[src/rtl/fetch_unit_if.sv]
// Instruction-memory request/response bus between the fetch unit and memory.
interface fetch_unit_if;
    logic        imem_req;
    logic [31:0] imem_addr;
    logic        imem_ready;
    logic [31:0] imem_rdata;

    modport master (
        output imem_req,
        output imem_addr,
        input  imem_ready,
        input  imem_rdata
    );

    modport slave (
        input  imem_req,
        input  imem_addr,
        output imem_ready,
        output imem_rdata
    );
endinterface

[src/rtl/fetch_unit.sv]
// Instruction fetch unit: issues word fetches, buffers one instruction for
// decode, and follows execute-stage redirects while keeping an outstanding
// memory request stable until the memory answers.
module fetch_unit #(
    parameter logic [31:0] RESET_PC = 32'h0000_0000
) (
    input  logic         clk,
    input  logic         reset_n,
    input  logic         IsBranchTaken,
    input  logic [31:0]  BranchPC,
    fetch_unit_if.master imem,
    input  logic         InstrReady,
    output logic [31:0]  Instr,
    output logic [31:0]  InstrPC,
    output logic         InstrValid,
    output logic [15:0]  RedirectCount
);

    typedef enum logic [1:0] {
        IDLE,
        ISSUE,
        WAIT,
        DRAIN
    } state_t;

    state_t      state;
    state_t      stateNext;
    logic [31:0] pc;
    logic [31:0] pcNext;
    logic [31:0] reqAddr;
    logic [31:0] reqAddrNext;
    logic [31:0] branchTarget;
    logic        reqOut;
    logic        load;
    logic [31:0] loadAddr;

    // Masking keeps the redirect target word aligned.
    assign branchTarget = BranchPC & 32'hFFFF_FFFC;

    // Next-state, PC update and memory request decode.
    always_comb begin
        stateNext   = state;
        pcNext      = pc;
        reqAddrNext = reqAddr;
        reqOut      = 1'b0;
        imem.imem_addr = pc;
        load        = 1'b0;
        loadAddr    = pc;

        case (state)
            IDLE: begin
                stateNext = ISSUE;
            end
            ISSUE: begin
                reqOut = (!InstrValid || InstrReady) && !IsBranchTaken;
                if (reqOut) begin
                    if (imem.imem_ready) begin
                        load     = 1'b1;
                        loadAddr = pc;
                        pcNext   = pc + 32'd4;
                    end else begin
                        stateNext   = WAIT;
                        reqAddrNext = pc;
                    end
                end
            end
            WAIT: begin
                reqOut         = 1'b1;
                imem.imem_addr = reqAddr;
                if (IsBranchTaken) begin
                    stateNext = imem.imem_ready ? ISSUE : DRAIN;
                end else if (imem.imem_ready) begin
                    load      = 1'b1;
                    loadAddr  = reqAddr;
                    pcNext    = reqAddr + 32'd4;
                    stateNext = ISSUE;
                end
            end
            DRAIN: begin
                reqOut         = 1'b1;
                imem.imem_addr = reqAddr;
                if (imem.imem_ready) begin
                    stateNext = ISSUE;
                end
            end
            default: begin
                stateNext = IDLE;
            end
        endcase

        // A redirect overrides any sequential PC advance in the same cycle.
        if (IsBranchTaken) begin
            pcNext = branchTarget;
        end

        imem.imem_req = reqOut;
    end

    // State, PC and held request address registers.
    always_ff @(posedge clk or negedge reset_n) begin
        if (!reset_n) begin
            state   <= IDLE;
            pc      <= RESET_PC;
            reqAddr <= RESET_PC;
        end else begin
            state   <= stateNext;
            pc      <= pcNext;
            reqAddr <= reqAddrNext;
        end
    end

    // Single-entry instruction buffer toward decode.
    always_ff @(posedge clk or negedge reset_n) begin
        if (!reset_n) begin
            Instr      <= '0;
            InstrPC    <= '0;
            InstrValid <= 1'b0;
        end else if (load) begin
            Instr      <= imem.imem_rdata;
            InstrPC    <= loadAddr;
            InstrValid <= 1'b1;
        end else if (IsBranchTaken || (InstrValid && InstrReady)) begin
            InstrValid <= 1'b0;
        end
    end

    // Saturating count of taken redirects.
    always_ff @(posedge clk or negedge reset_n) begin
        if (!reset_n) begin
            RedirectCount <= '0;
        end else if (IsBranchTaken && (RedirectCount != 16'hFFFF)) begin
            RedirectCount <= RedirectCount + 16'd1;
        end
    end

endmodule

[src/flat_wrapper.sv]
// flat-port wrapper written by rule: the top's interface ports become plain ports
module fetch_unit_flat 
#(
    parameter logic [31:0] RESET_PC = 32'h0000_0000
)
  (clk, reset_n, IsBranchTaken, BranchPC, InstrReady, Instr, InstrPC, InstrValid, RedirectCount, imem_imem_req, imem_imem_addr, imem_imem_ready, imem_imem_rdata);
  fetch_unit_if imem_i ();
  input  logic clk;
  input  logic reset_n;
  input  logic IsBranchTaken;
  input  logic [31:0] BranchPC;
  input  logic InstrReady;
  output logic [31:0] Instr;
  output logic [31:0] InstrPC;
  output logic InstrValid;
  output logic [15:0] RedirectCount;
  output wire logic [$bits(imem_i.imem_req)-1:0] imem_imem_req;
  output wire logic [$bits(imem_i.imem_addr)-1:0] imem_imem_addr;
  input wire logic [$bits(imem_i.imem_ready)-1:0] imem_imem_ready;
  input wire logic [$bits(imem_i.imem_rdata)-1:0] imem_imem_rdata;
  assign imem_imem_req = imem_i.imem_req;
  assign imem_imem_addr = imem_i.imem_addr;
  assign imem_i.imem_ready = imem_imem_ready;
  assign imem_i.imem_rdata = imem_imem_rdata;
  fetch_unit #(.RESET_PC(RESET_PC)) u_core (.clk(clk), .reset_n(reset_n), .IsBranchTaken(IsBranchTaken), .BranchPC(BranchPC), .imem(imem_i), .InstrReady(InstrReady), .Instr(Instr), .InstrPC(InstrPC), .InstrValid(InstrValid), .RedirectCount(RedirectCount));
endmodule
[config.mk]
export PLATFORM = sky130hd
export DESIGN_NAME = fetch_unit_flat
export DESIGN_NICKNAME = d
export VERILOG_FILES = /design/src/rtl/fetch_unit_if.sv /design/src/rtl/fetch_unit.sv /design/src/flat_wrapper.sv
export SDC_FILE = /design/constraint.sdc
export NUM_CORES = 1
export LEC_CHECK = 0
export BUFFER_PORTS_ARGS = -buffer_cell sky130_fd_sc_hd__buf_4
export CORE_ASPECT_RATIO = 2
export CORE_MARGIN = 2
export CORE_UTILIZATION = 40
export CTS_BUF_LIST = sky130_fd_sc_hd__clkbuf_8
export DETAILED_ROUTE_END_ITERATION = 8
export GPL_ROUTABILITY_DRIVEN = 0
export HOLD_SLACK_MARGIN = 0.15
export PLACE_DENSITY = 0.74
export SLEW_MARGIN = 10
export SYNTH_ARGS = -nofsm -noshare
export SYNTH_HDL_FRONTEND = slang
export SYNTH_SLANG_ARGS = --single-unit
[constraint.sdc]
create_clock -name clk -period 3.4 [get_ports clk]
set_input_delay 0.51 -clock clk [delete_from_list [all_inputs] [get_ports clk]]
set_output_delay 0.51 -clock clk [all_outputs]
set_load 0.005 [all_outputs]
Word level (Yosys, flattened, before mapping)
Cells that the tools add are included.
W data, S select, Z words.
{ "classes": {"n_reduce_logical": 14, "eq_ne": 9, "addsub": 3, "n_mux": 22} }
{ "ops": {"columns": ["operator", "count"], "rows": [
  ["$mux W32", 8],
  ["$add A32 B3 Y32 const B", 2],
  ["$pmux W32 S2", 1],
  ["$add A16 B1 Y16 const B", 1],
  ["$ne A16 B16 Y1 const B", 1],
  ["$mux W2", 5],
  ["$pmux W2 S4", 1],
  ["$ne A3 B3 Y1 const B", 2],
  ["$mux W1", 5],
  ["$eq A2 B2 Y1 const B", 2],
  ["$pmux W1 S2", 2],
  ["$reduce_and A2 Y1", 2],
  ["$reduce_and A4 Y1", 1],
  ["$logic_and A1 B1 Y1", 3],
  ["$ne A3 B2 Y1 const B", 1],
  ["$reduce_bool A3 Y1", 1],
  ["$eq A2 B1 Y1 const B", 1],
  ["$logic_not A1 Y1", 2],
  ["$logic_not A2 Y1", 1],
  ["$logic_or A1 B1 Y1", 2],
  ["$ne A2 B1 Y1 const B", 1],
  ["$ne A2 B2 Y1 const B", 1],
  ["$reduce_bool A2 Y1", 1],
  ["$reduce_or A2 Y1", 1]
]} }
{ "word_totals": {"output_inout_bits": 114, "reg_bits": 147, "word_cells": 55} }

Logic depth before layout (Yosys ltp)
Gate-level depths: netlist of the first run.
{ "depth": {"ltp_word": 6, "depth_mapped": 13} }

Worst setup path before layout of the first run
Ideal clock, no wire load.
{ "synth_path": {"path_type": "flip-flop to flip-flop", "from": "register u_core.state[0]", "to": "register u_core.pc[14]", "slack_ps": 369, "path_stages_with_launch": 14, "arrival_ps": 2912, "required_ps": 3280, "path_cell_list": "dfrtp_1 inv_1 ha_1 buf_2 buf_2 buf_2 buf_2 mux2_2 ha_1 inv_1 a211oi_4 nand3_1 a211o_1 and3_1"} }
{ "synth_between": {"elab_chain_len": 3} }
{ "synth_rtl": {"columns": ["item", "line_no", "rtl"], "rows": [
  ["from (decl)", "fetch_unit.sv:26", "state_t state;"],
  ["from (signal assigned)", "fetch_unit.sv:106", "state <= stateNext;"],
  ["$eq A2 B1 Y1 / $eq A2 B2 Y1 (equally long branches)", "fetch_unit.sv:50", "case (state)"],
  ["$ne A3 B2 Y1 (no line), or another cell as far along", null, null],
  ["$reduce_and A4 Y1 (no line) / $mux W32 (equally long branches)", null, null],
  ["to (signal assigned)", "fetch_unit.sv:107", "pc <= pcNext;"],
  ["to (decl)", "fetch_unit.sv:28", "logic [31:0] pc;"]
]} }
Several ways; a longest one is shown, not always the timed one.
A chain may end at the register's enable or synchronous reset.

Worst setup path after layout of the first run
{ "layout_path": {"from": "register u_core.state[0]", "to": "output port imem_imem_addr[28]"} }
{ "layout_between": {"elab_chain_len": 3} }
{ "layout_rtl": {"columns": ["item", "line_no", "rtl"], "rows": [
  ["$eq A2 B2 Y1", "fetch_unit.sv:50", null],
  ["$reduce_or A2 Y1 (no line) (*)", null, null],
  ["$mux W32 (*)", "fetch_unit.sv:50", null],
  ["to (decl)", "flat_wrapper.sv:18", "output wire logic [$bits(imem_i.imem_addr)-1:0] imem_imem_addr;"]
]} }
Every way passes the cells marked *; elsewhere a longest branch is shown, timed or not.

==> flow_summary.ini, run 1 <==
[worst_setup_path]
criticalPathCategory = reg -> out
worstSetupStartpoint = u_core.state[0]
endpoint_kind = primary output
cp_max_fo = 24
startpoint_type = flop
critPathMaxStageDelay_ps = 430
worstReg2RegEnd = u_core.pc[23]
cpMostUsedCell = buf_4
crit_cells = 6
ff2ff_setup_slack_ps = 570
crit_family = buffers and inverters
r2r_start = u_core.state[0]
slowest_stage = buf_4
reg2reg_depth = 9
endpoint = imem_imem_addr[28]
arrival_ps = 2690
critical_path_required_ps = 2890
crit_chain = inv_1 -> ha_2 -> nor2_4 -> buf_4 -> mux2_2 -> buf_4
crit_buf_inv = 3

[sta]
grt_setup_unrepaired = no
final_max_slew_viol_count = 0
clock_skew_ps = 17.3
relSlewSlack = 0.326
finalHoldViolCount = 0
min_period_ps = 3200
tns_ps = 0
fmax_mhz = 313
setup_viol = 0
worst_pin_slew_ps = 1010
fin_crit_sh = 0.940

[cts]
cts_max_level = 4
clk_latency_ps = 480
clock-sinks = 147
holdBufCountCts = 1
numCtsBuffers = 17
post_cts_buffers = 0
cts-root-buf = clkbuf_8
cts_tree = built
cts-resized-gates = 0
cts.clk_slew.worst_paths_ps = 80
cts_max_path_buffers = 2

[floorplan]
ios = 183
dieArea_um2 = 21500
core_area_um2 = 19900
start_util = 0.408
die_width_um = 105
die_h_um = 206
num_rows = 73

[logic_synthesis]
synth-compound-area-share = 0.116
synthAdderAreaFrac = 0.00924
synthSimpleGateAreaFrac = 0.147
postSynthAreaPerCell_um2 = 10.5
synth.area.top_cells = dfrtp_1 (45%), mux2_2 (14%), mux2i_1 (7.9%), nand2_1 (4.2%), o21ai_0 (3.5%)
netlist_area_um2 = 8120
seq_area_frac_synth = 0.453
synth_xor_area_frac = 0.0248
synthArstFlopShare = 1.00
synth_seq_cells = 147
synth-main-ff-cell = dfrtp_1
synthMuxAreaShare = 0.219
syn_inst = 771
synth_common_cells = dfrtp_1 (147), mux2_2 (101), nand2_1 (91)
synth_edf_count = 0
synth.top_cell.area_share = 0.453
yosys_warnings = 0
synth_top_family_by_area = multiplexers
ys_types = 64
syn-num-nets = 846
synth.most_common_cell = dfrtp_1
yosysTopAreaCell = dfrtp_1

[cells_and_area]
multi_input_area_um2 = 4220
nFillCells = 1933
fin_nets = 1017
drive_gt1_frac = 0.359
regArea_um2 = 3680
finish.instance_area_um2 = 10200
antenna_cells = 0
area_growth_pct = 25.5

[route]
drtPass1Iterations = 9
avgViaCountPerCell = 5.58
drt_wl_total_um = 22300
routed-via-count = 6790
ant_nets = 0
detail_route.wl_per_cell_um = 18.3
drtIter0Drc = 412
drcViolationCount = 0

[power_and_ir_drop]
power.total_mw = 8.38
peakVddDrop_mv = 0.404
p_leak_nw = 4.89
powerDensity_nw_per_um2 = 823

[hold_path]
min_path_type = in -> reg
holdPathStages = 3

[grt]
grt_pass1_wl_um = 35700
grt_pass1_vias = 6815
grt_usage = 0.211
antenna_found_initial = 0
grt_max_degree = 82
grt_overflow_total = 0

[outcome]
status = complete, no violations

[place]
place_hpwl_um = 16000
placed_area_um2 = 9800
port_buffers = 180

[flow_run]
cap_violations = 0
-- worst min path at each step --
stage                              from                  to  slack, ps
floorplan                       reset_n   u_core.InstrPC[0]        210
global placement     u_core.InstrPC[13]  u_core.InstrPC[13]        460
detailed placement    u_core.InstrPC[9]   u_core.InstrPC[9]        470
CTS                         BranchPC[2]        u_core.pc[2]        210
global route        imem_imem_rdata[22]    u_core.Instr[22]        230
finish                      BranchPC[2]        u_core.pc[2]        240
-- sequential cells by signal (all words and copies together) (netlist names) --
signal	flops
u_core.pc	32
u_core.Instr	32
u_core.state	2
u_core.RedirectCount	16
u_core.InstrValid	1
u_core.InstrPC	32
u_core.reqAddr	32
-- layout make-up --
| cell class | instances | area share |
|---|---|---|
| clock buffers | 17 | 0.0230 |
| clock inverters | 15 | 0.0140 |
| inverters | 9 | 0.00331 |
| multi-input cells | 567 | 0.414 |
| flip-flops and latches | 147 | 0.361 |
| well taps | 262 | 0.0322 |
| repair buffers | 200 | 0.153 |
-- layout by cell type (no fill, tap or decap), drive strengths merged, types with 3 or more instances in the layout --
cell type / count
a211oi: 6
a21oi: 12
a221oi: 5
a222oi: 3
a22oi: 16
a311oi: 3
and3: 15
and4: 9
buf: 199
clkbuf: 17
clkinv: 13
dfrtp: 147
ha: 6
inv: 8
mux2: 101
mux2i: 64
nand2: 91
nand2b: 4
nand3: 29
nand3b: 10
nand4: 16
nand4b: 7
nor2: 23
nor3: 12
o211ai: 3
o21ai: 62
o221ai: 4
o311ai: 3
o31ai: 5
or2: 3
or3: 3
xnor2: 11
xor2: 12
-- report_power, final --
group | switching [mW] | total, mW | internal, mW | leakage [nW]
logic | 1.75 | 3.85 | 2.10 | 2.88
registers | 0.756 | 3.19 | 2.44 | 1.82
clock network | 0.696 | 1.34 | 0.643 | 0.198
total | 3.20 | 8.38 | 5.18 | 4.89
-- worst register-to-register path: stages (launching register included) --
cell and delay (ps):
dfrtp_1 420, inv_1 130, ha_2 470, buf_4 300, nand3_1 170, a222oi_1 350
buf_4 260, nand4_1 230, mux2i_1 180, a211oi_1 240
-- logic make-up after synthesis --
logic type                 after synthesis
AOI/OAI and AO/OA                      142
xor gates and xnor gates                23
adders and majority gates                6
buffers and inverters                   57
DFF                                    147
muxes                                  165
and+or+nand+nor                        231
-- stage by stage --
step | util | setup WS, ps | instances | hold slack [ps]
finish | 0.512 | 203 | 1217 | 242
global route | 0.512 | 26.0 | 1217 | 230
CTS | 0.512 | 170 | 1217 | 208
detailed placement | 0.492 | 621 | 1184 | 471
global placement | 0.492 | 679 | 1184 | 463
floorplan | - | 369 | 771 | 214
-- routing by layer --
metal	part of all wire	track usage	vias up
li1	-	-	3183
met1	0.36	0.218	3324
met2	0.55	0.390	227
met3	0.058	0.0535	56
met4	0.036	0.105	0
met5	0	0	-
No activity file was read; power rests on OpenSTA's default activity.
==> inputs of run 2 (changes only) <==
--- a/config.mk
+++ b/config.mk
@@ -13,7 +13,7 @@
 export DETAILED_ROUTE_END_ITERATION = 8
 export GPL_ROUTABILITY_DRIVEN = 0
 export HOLD_SLACK_MARGIN = 0.15
-export PLACE_DENSITY = 0.74
+export PLACE_DENSITY = 0.76
 export SLEW_MARGIN = 10
 export SYNTH_ARGS = -nofsm -noshare
 export SYNTH_HDL_FRONTEND = slang
==> constraint.sdc (replaced) <==
create_clock -name clk -period 2.9 [get_ports clk]
set_input_delay 0.435 -clock clk [delete_from_list [all_inputs] [get_ports clk]]
set_output_delay 0.435 -clock clk [all_outputs]
set_load 0.005 [all_outputs]
==> run 2 against run 1 <==
Compared with the run above:
- cell count grew 1.3%
- combinational power rose by 22%
- critical path depth increased by 3
- first-iteration DRC count grew 5.3%
- largest cell class unchanged
- clock-buffer cell count rose by 3
- register-to-register slack got worse by 380 ps
- wire length increased by 3.2%
- non-clock buffer count up 15
- sequential cell count unchanged
==> flow_summary.ini, run 2 (synthesis gave the netlist of run 1 again) <==
[grt]
grt_pass1_vias = 6927
grt_overflow_total = 0
grt_max_degree = 67
grt_usage = 0.216
antenna_found_initial = 0
grt_pass1_wl_um = 36200

[power_and_ir_drop]
p_comb_frac = 0.455
powerDensity_nw_per_um2 = 986
seqPwrFrac = 0.365
internal_power_mw = 6.43
p_leak_nw = 4.99
p_sw_mw = 3.85
sw_frac_of_total = 0.374
clockPowerShare = 0.180
peakVddDrop_mv = 0.670

[floorplan]
core_area_um2 = 19900
dieArea_um2 = 21500
ios = 183
start_util = 0.408
num_rows = 73
die_h_um = 206
die_width_um = 105

[sta]
timing.hold.ws_ps = 183
clock_skew_ps = 12.8
final_max_slew_viol_count = 0
min_period_ps = 2710
fin_crit_sh = 0.935
fmax_mhz = 369
finalHoldViolCount = 0
worst_pin_slew_ps = 867
grt_setup_unrepaired = no
tns_ps = 0
setup_slack_ps = 190
relSlewSlack = 0.420
setup_viol = 0

[route]
routed-via-count = 6851
ant_nets = 0
drt_wl_total_um = 23000
drtPass1Iterations = 5
drtIter0Drc = 434
drcViolationCount = 0
avgViaCountPerCell = 5.56
detail_route.wl_per_cell_um = 18.7

[worst_setup_path]
cp_max_fo = 18
crit_family = compound AO/OA/AOI/OAI gates
critPathMaxStageDelay_ps = 450
critical_path_required_ps = 3280
cpMostUsedCell = inv_1
slowest_stage = a211oi_4
criticalPathCategory = reg -> reg
crit_chain = inv_1 -> ha_4 -> mux2_2 -> ha_1 -> inv_1 -> a211oi_4 -> nand3_1 -> a211o_1 -> and3_1
endpoint_kind = flop
arrival_ps = 3090
crit_buf_inv = 2
startpoint_type = flop

[cts]
clock-sinks = 147
cts_max_level = 4
numCtsBuffers = 17
clk_latency_ps = 480
cts_tree = built
cts-root-buf = clkbuf_8
cts.clk_slew.worst_paths_ps = 90
cts_max_path_buffers = 2

[cells_and_area]
area_growth_pct = 28.4
fin_nets = 1033
final_cell_mix = buf_4 (203), dfrtp_1 (147), mux2_2 (101)
drive_gt1_frac = 0.363
postLayoutCoreUtil = 0.524
antenna_cells = 0
final_common_cell = buf_4

[place]
port_buffers = 180
dp_slack_ps = 88.7
place_hpwl_um = 15900

[hold_path]
min_path_type = in -> reg

[flow_run]
cap_violations = 0

[outcome]
status = complete, no violations
## run 2: changes by cell type in the layout (fill, tap and decap cells not counted), sizes merged
cell,change
bufinv,+2
buf,+9
nor2,+1
clkinv,-10
clkinvlp,+2
clkbuf,+3
dlygate4sd3,+6
inv,+3
## run 2: power groups by stage
stage	clock network [mW]	registers [mW]	logic [mW]
after global routing	1.97	3.88	5.11
after floorplan	0	3.54	2.63
after global placement	0	3.72	4.43
final	1.85	3.76	4.68
after detailed placement	0	3.77	4.53
after CTS	1.90	3.74	4.70
## run 2: final timing paths
kind                       cells past startpoint                from                  to  slack [ps]
max in group asynchronous                      3             reset_n       u_core.pc[19]        1570
min reg2reg                                    2  u_core.InstrPC[15]  u_core.InstrPC[15]         490
min in group asynchronous                      2             reset_n    u_core.Instr[27]         490
max                                            9     u_core.state[0]       u_core.pc[14]         190
min                                            2  imem_imem_rdata[2]     u_core.Instr[2]         180
max reg2reg                                    9     u_core.state[0]       u_core.pc[14]         190
## run 2: stage by stage
step	area (um^2)	instances	power, mW
CTS	10400	1233	10.3
detailed placement	9820	1188	8.30
finish	10400	1233	10.3
global placement	9820	1188	8.15
floorplan	8130	771	6.17
global route	10400	1233	11.0
## run 2: metal layers
layer	part of all wire	vias to the layer above	GRT usage
met1	0.36	3366	0.224
met2	0.54	205	0.393
met4	0.049	0	0.126
li1	-	3216	-
met5	0	-	0
met3	0.047	64	0.0507
## run 2: final cells by class
| type | instances | area (um^2) |
|---|---|---|
| inverters | 9 | 33.8 |
| clock inverters | 12 | 178 |
| well taps | 262 | 328 |
| multi-input cells | 568 | 4250 |
| repair buffers | 215 | 1690 |
| flip-flops and latches | 147 | 3680 |
| fillers | 1865 | 9490 |
| clock buffers | 20 | 275 |
## run 2: what timing repair did
item | 4_1_cts | 5_1_grt
gates cloned | 1 | 0
buffers inserted | 5 | 0
hold endpoints to repair | 69 | 0
pin swaps | 2 | 0
hold buffers | 7 | 0
setup endpoints to repair | 33 | 9
gates resized for setup | 1 | 2
